`src/rtl/apb_slave_ctrl.sv`:
```
// apb_slave_ctrl: APB3 slave transfer controller in front of the SPI register file.
// Runs SETUP/ACCESS, stalls while spi_busy, decodes errors, drives PREADY/PSLVERR.
//
// Ports:
//   PCLK, PRESETn          clock, synchronous active-low reset
//   PSEL..PWDATA           APB3 request
//   PRDATA, PREADY,
//   PSLVERR                APB3 response (PSLVERR only with PREADY)
//   spi_busy               SPI core cannot take a register access now
//   reg_addr, reg_wdata    captured word index / write data
//   reg_wr_en, reg_rd_en   one-cycle register strobes
//   reg_rdata              combinational read data for reg_addr
//   err_cause              0 ok, 1 bad address, 2 read-only write, 3 timeout
//
// Build option: define APB_SLV_TIMEOUT_EN to bound busy waits by TIMEOUT cycles.
module apb_slave_ctrl #(
    parameter int ADDR_W  = 8,
    parameter int DATA_W  = 32,
    parameter int TIMEOUT = 16
) (
    input  logic              PCLK,
    input  logic              PRESETn,
    input  logic              PSEL,
    input  logic              PENABLE,
    input  logic              PWRITE,
    input  logic [ADDR_W-1:0] PADDR,
    input  logic [DATA_W-1:0] PWDATA,
    output logic [DATA_W-1:0] PRDATA,
    output logic              PREADY,
    output logic              PSLVERR,
    input  logic              spi_busy,
    output logic [1:0]        reg_addr,
    output logic [DATA_W-1:0] reg_wdata,
    output logic              reg_wr_en,
    output logic              reg_rd_en,
    input  logic [DATA_W-1:0] reg_rdata,
    output logic [1:0]        err_cause
);

    typedef enum logic [1:0] {
        S_IDLE,
        S_WAIT,
        S_RESP
    } state_t;

    localparam logic [1:0] E_OK   = 2'd0;
    localparam logic [1:0] E_ADDR = 2'd1;
    localparam logic [1:0] E_RO   = 2'd2;

    state_t     state;
    state_t     state_nx;
    logic       h_write;
    logic [1:0] h_err;
    logic [1:0] h_err_nx;
    logic [1:0] dec_err;
    logic       bad_addr;
    logic       ro_write;
    logic       setup;
    logic       fire;

    // STATUS (0x04) and RXDATA (0x0C) both have PADDR[2] set.
    assign bad_addr = (PADDR[1:0] != 2'b00) ||
                      (PADDR > ADDR_W'('hC));
    assign ro_write = !bad_addr && PWRITE && PADDR[2];

    always_comb begin
        dec_err = E_OK;
        unique case (1'b1)
            bad_addr: dec_err = E_ADDR;
            ro_write: dec_err = E_RO;
            default:  dec_err = E_OK;
        endcase
    end

    assign setup = (state == S_IDLE) && PSEL && !PENABLE;

`ifdef APB_SLV_TIMEOUT_EN
    localparam logic [1:0] E_TMO = 2'd3;
    localparam int         CNT_W = $clog2(TIMEOUT);
    localparam logic [CNT_W-1:0] CNT_MAX = CNT_W'(TIMEOUT - 1);

    logic [CNT_W-1:0] wcnt;
    logic             cnt_inc;

    // Saturating: stops at CNT_MAX, never wraps.
    always_ff @(posedge PCLK) begin
        if (!PRESETn) begin
            wcnt <= '0;
        end else if (setup) begin
            wcnt <= '0;
        end else if (cnt_inc && wcnt != CNT_MAX) begin
            wcnt <= wcnt + 1'b1;
        end
    end
`else
    logic unused_tmo;
    assign unused_tmo = (TIMEOUT > 1);
`endif

    always_comb begin
        state_nx = state;
        h_err_nx = h_err;
        fire     = 1'b0;
`ifdef APB_SLV_TIMEOUT_EN
        cnt_inc  = 1'b0;
`endif
        unique case (state)
            S_IDLE: begin
                if (setup) begin
                    state_nx = S_WAIT;
                    h_err_nx = dec_err;
                end
            end
            S_WAIT: begin
                if (!PSEL) begin
                    state_nx = S_IDLE;
                end else if (h_err != E_OK) begin
                    state_nx = S_RESP;
                end else if (!spi_busy) begin
                    fire     = 1'b1;
                    state_nx = S_RESP;
                end
`ifdef APB_SLV_TIMEOUT_EN
                else if (wcnt == CNT_MAX) begin
                    state_nx = S_RESP;
                    h_err_nx = E_TMO;
                end else begin
                    cnt_inc = 1'b1;
                end
`endif
            end
            S_RESP: begin
                state_nx = S_IDLE;
            end
            default: begin
                state_nx = S_IDLE;
            end
        endcase
    end

    // Gated by reset so an edge that resets the block never writes.
    assign reg_wr_en = fire && h_write && PRESETn;
    assign reg_rd_en = fire && !h_write && PRESETn;

    assign PREADY  = (state == S_RESP);
    assign PSLVERR = (state == S_RESP) && (h_err != E_OK);

    always_ff @(posedge PCLK) begin
        if (!PRESETn) begin
            state     <= S_IDLE;
            h_write   <= 1'b0;
            h_err     <= E_OK;
            reg_addr  <= '0;
            reg_wdata <= '0;
            PRDATA    <= '0;
            err_cause <= E_OK;
        end else begin
            state <= state_nx;
            h_err <= h_err_nx;
            if (setup) begin
                h_write   <= PWRITE;
                reg_addr  <= PADDR[3:2];
                reg_wdata <= PWDATA;
            end
            if (fire && !h_write) begin
                PRDATA <= reg_rdata;
            end
            if (state == S_RESP) begin
                err_cause <= h_err;
            end
        end
    end

endmodule
```
`config.mk`:
```
export PLATFORM = sky130hd
export DESIGN_NAME = apb_slave_ctrl
export DESIGN_NICKNAME = d
export VERILOG_FILES = /design/src/rtl/apb_slave_ctrl.sv
export SDC_FILE = /design/constraint.sdc
export NUM_CORES = 1
export LEC_CHECK = 0
export ABC_AREA = 1
export CORE_MARGIN = 1
export CORE_UTILIZATION = 40
export CTS_BUF_LIST = sky130_fd_sc_hd__clkbuf_4 sky130_fd_sc_hd__clkbuf_8
export DETAILED_ROUTE_END_ITERATION = 12
export PLACE_DENSITY = 0.91
export REMOVE_ABC_BUFFERS = 1
export SLEW_MARGIN = 20
export SYNTH_ARGS = -nofsm -noshare
export SYNTH_HDL_FRONTEND = slang
export SYNTH_SLANG_ARGS = --single-unit
```
`constraint.sdc`:
```
create_clock -name PCLK -period 1.3 [get_ports PCLK]
set_input_delay 0.26 -clock PCLK [delete_from_list [all_inputs] [get_ports PCLK]]
set_output_delay 0.26 -clock PCLK [all_outputs]
set_load 0.01 [all_outputs]
```
After elaboration in Yosys (flattened, before gate mapping) --
Index checks and enable logic that the tools add are counted.
Cells by class: add/subtract/negate cells 0, $mul 0, div/mod/pow operators 0, magnitude comparators 1, equality and inequality tests 4, shifts and indexed selects 0, muxes and demuxes 10, bitwise logic cells 0, reductions and logical operators 18
Operator list (number):
- logical AND 1 bit | 9
- > comparator 8 x 4 -> 1 bit (second input constant) | 1
- 2-to-1 mux 2 bit | 4
- case mux 2 bit (2 select lines) | 2
- 2-to-1 mux 1 bit | 4
- inequality test 4 bit (second input constant) | 1
- AND reduction 2 bit | 2
- nonzero test 2 bit | 2
- zero test 1 bit | 3
- == test 2 x 1 -> 1 bit (second input constant) | 1
- == test 2 bit (second input constant) | 1
- zero test 2 bit | 1
- inequality test 2 bit (second input constant) | 1
- logical OR 1 bit | 1
Storage, ports and cells: register bits 73, bits in latches 0, memory bits (writable) 0, ROM bits 0, output and inout port bits 72, word-level logic and storage cells 40, memories kept 0

Longest topological paths before layout --
depth in word-level cells 6, gate-level depth with buffers 8, depth with buffers taken out 7

Worst setup path before layout --
OpenSTA, ideal clock, no wires.
kind reg2out, start reg h_err[1], end out reg_wr_en, data arrival time 1.023 ns, required time 1.040 ns, slack 0.017 ns, stages on the path, launching flop included 7, buffers on the path 1, path through dfxtp_1 -> nor2_2 -> inv_2 -> nor2_4 -> buf_2 -> nand2_1 -> nor2_1
Between the ends: longest elaborated chain between the ends 6
Ends and longest elaborated chain:
- start: declaration | line 53 | logic [1:0] h_err;
- start signal: assignment | line 159 | h_err <= h_err_nx;
- nonzero test 2 bit | line 117 | end else if (h_err != E_OK) begin
- 2-to-1 mux 1 bit | line 117
- 2-to-1 mux 1 bit | line 115 | if (!PSEL) begin
- 2-to-1 mux 1 bit | line 107 | unique case (state)
- logical AND 1 bit (2 in series) | line 142 | assign reg_wr_en = fire && h_write && PRESETn;
- end: declaration | line 34 | output logic reg_wr_en,
Every way passes these cells.

Final worst setup path --
start reg h_err[0], end out reg_rd_en
Between the ends: longest elaborated chain between the ends 6
Ends and longest elaborated chain:
- nonzero test 2 bit | line 117
- 2-to-1 mux 1 bit | line 117
- 2-to-1 mux 1 bit | line 115
- 2-to-1 mux 1 bit | line 107
- logical AND 1 bit (2 in series) | line 143 | assign reg_rd_en = fire && !h_write && PRESETn;
- end: declaration | line 35 | output logic reg_rd_en,
Every way passes these cells.

==> impl_metrics.env <==
export IMPL_peakVddDrop_uv=875
export IMPL_synth_cells=375
export IMPL_end_kind="primary output"
export IMPL_crit_fanout=3
export IMPL_remaining_drc_errors=0
export IMPL_cp_num_buf_inv=2
export IMPL_p_total_mw=5.24
export IMPL_dr_pass1_iters=4
export IMPL_clock_skew_ns=0.0109
export IMPL_max_cap_violations=0
export IMPL_p_per_area_mw_per_mm2=1050
export IMPL_cp_required_ns=1.04
export IMPL_post_dp_cell_area_mm2=0.00452
export IMPL_final_layout_size_suffix_gt1_share_pct=13.9
export IMPL_status="complete, but fails checks"
export IMPL_clockPowerShare_pct=38.3
export IMPL_fill_cells=539
export IMPL_path_delay_family="simple AND/OR/NAND/NOR gates"
export IMPL_grt_ovfl_total=0
export IMPL_fin_nets=628
export IMPL_avgSynthCellArea_um2=7.59
export IMPL_clock_sinks=73
export IMPL_cellInternalPower_mw=3.99
export IMPL_cp_arrival_ns=1.25
export IMPL_ys_ff_latch=73
export IMPL_grt_max_degree=66
export IMPL_setup_ws_ns=-0.213
export IMPL_die_h_um=86.4
export IMPL_rsz0062_at_grt="yes"
export IMPL_wl_mm=9.39
export IMPL_critical_path_class="flop to primary output"
export IMPL_ys_warn_count=0
export IMPL_drtAntennaViolNets=0
export IMPL_violations="negative setup slack"
export IMPL_worstHoldPathType="input port to flop"
export IMPL_die_w_um=86.4
export IMPL_hpwl_mm=5.97
export IMPL_cts_hold_buf=0
export IMPL_core_area_mm2=0.00683
export IMPL_crit_top_cell="nor2_4"
export IMPL_floorplan_initialDensity_pct=41.7
export IMPL_dieArea_mm2=0.00746
export IMPL_p_leak_nw=2.32
export IMPL_synth_cell_types=20
export IMPL_fin_tns_setup_ns=-4.32
export IMPL_power_frac_seq_pct=45.5
export IMPL_area_delta_synth_final_pct=74.6
export IMPL_place_ws_ns=-0.688
export IMPL_yosysSeqAreaShare_pct=51.3
export IMPL_gp_congestion=0.820
export IMPL_clock_latency_ns=0.34
export IMPL_cts_buffers=9
export IMPL_cpMaxStageDelayCell="dfxtp_2"
export IMPL_clkTransAtPathRegs_ns=0.08
export IMPL_combPwrFrac_pct=16.2
export IMPL_grt_usage_pct=24.5
export IMPL_io_pins=150
export IMPL_hold_viol_final=0
export IMPL_vias=3095
export IMPL_drt_iter0_markers=98
export IMPL_drv_slew=0
export IMPL_via_per_inst=4.75
export IMPL_period_minus_slack_ns=1.51
export IMPL_max_freq_ghz=0.661
export IMPL_grt_pass1_vias=3057
export IMPL_p_switching_mw=1.25
export IMPL_holdWs_ns=0.225
export IMPL_portBuffers=149
export IMPL_rows=30
export IMPL_p_sw_share_pct=23.9
export IMPL_worstSetupStartpointType="flop"
export IMPL_relSlewSlack_pct=60.2
export IMPL_final_common_cell="nor2_1"
export IMPL_layout_common_cells="139 x nor2_1, 75 x clkdlybuf4s50_1, 70 x dfxtp_1"
export IMPL_tightest_slew_ns=0.597
export IMPL_antenna_found_initial=0
export IMPL_path_cells="nor2_4 -> inv_2 -> nor2_4 -> nand2_2 -> nor2_1 -> buf_2"
export IMPL_cts_buffer_depth=2
export IMPL_grt_pass1_wl_mm=14.0
export IMPL_slowest_delay_ns=0.34
export IMPL_finalInstanceArea_mm2=0.00497
export IMPL_setup_viol=36
export IMPL_diodes=0
export IMPL_synth_area_mm2=0.00285
export IMPL_root_buffer="clkbuf_8"
export IMPL_h_tree_depth=3
export IMPL_period_share_pct=116
export IMPL_avgRoutedWirePerCell_um=14.4
export IMPL_cts_tree="yes"
==> cell families (layout without fill, tap and decap cells) <==
logic type             count (synthesis)  after routing  share of synthesized area (%)
and+or+nand+nor                      227            227                           35.3
DFF                                   73             73                           51.3
AOI/OAI and AO/OA                     41             41                           7.30
buffers and inverters                 34            214                           6.07
==> per-stage QoR <==
stage	instances	util, %
6_report	651	72.7
5_1_grt	651	72.7
4_1_cts	649	72.1
3_5_place_dp	618	66.1
3_3_place_gp	618	66.1
2_1_floorplan	352	-
==> Yosys cell counts, drive strengths merged <==
master / count / area share (%)
a211oi: 1 / 0.26
a21oi: 6 / 1.1
nor2: 146 / 20
nand2: 46 / 6.1
clkbuf: 6 / 0.84
dfxtp: 73 / 51
o21ai: 34 / 6.0
inv: 11 / 1.5
nor3: 1 / 0.57
nand3b: 32 / 8.4
nand3: 2 / 0.53
buf: 17 / 3.8
==> area by class of cell <==
type,instances,area [µm²],area share (%)
Timing Repair Buffer,187,1860,37.4
Sequential cell,73,1470,29.6
Tap cell,96,120,2.42
Clock buffer,11,151,3.05
Inverter,11,48.8,0.982
Clock inverter,5,77.6,1.56
Multi-Input combinational cell,268,1240,25.1
==> path summary, 6_finish.rpt <==
path	depth (start not counted)	to	slack, ns	from
worst min register to register	2	PRDATA[25]	0.46	PRDATA[25]
worst max-delay path	6	reg_rd_en	-0.21	h_err[0]
worst min-delay path	3	state[1]	0.22	PRESETn
worst max register to register	12	PRDATA[30]	-0.20	h_err[0]
==> tightest hold or removal path, cell delays in order <==
cell and delay (ns):
buf_2 0.13, nand2_1 0.09, a211oi_1 0.04
==> power groups by stage <==
stage	Sequential, mW	Combinational [mW]	Clock (mW)
floorplan	2.48	0.236	0
global route	2.40	0.920	2.16
global placement	2.43	0.811	0
finish	2.38	0.849	2.01
CTS	2.38	0.812	2.03
detailed placement	2.44	0.828	0
==> timing repair <==
action,CTS,global route
gates resized for setup,117,10
setup endpoints to repair,120,63
pin swaps,32,8
gates cloned,4,2
endpoints found under the hold margin,0,0
buffers inserted,14,3
==> sequential cells by signal (all words and copies together) (netlist names) <==
register,cells
PRDATA,32
h_err,2
state,2
reg_addr,2
h_write,1
err_cause,2
reg_wdata,32
==> metal layers <==
layer	track usage [%]	vias up	part of all wire, %
met1	25.0	1413	38
met5	0	-	0
met2	44.2	136	52
li1	-	1527	-
met4	13.0	0	2.2
met3	8.10	19	8.4
(Power assumes the default switching activity.)
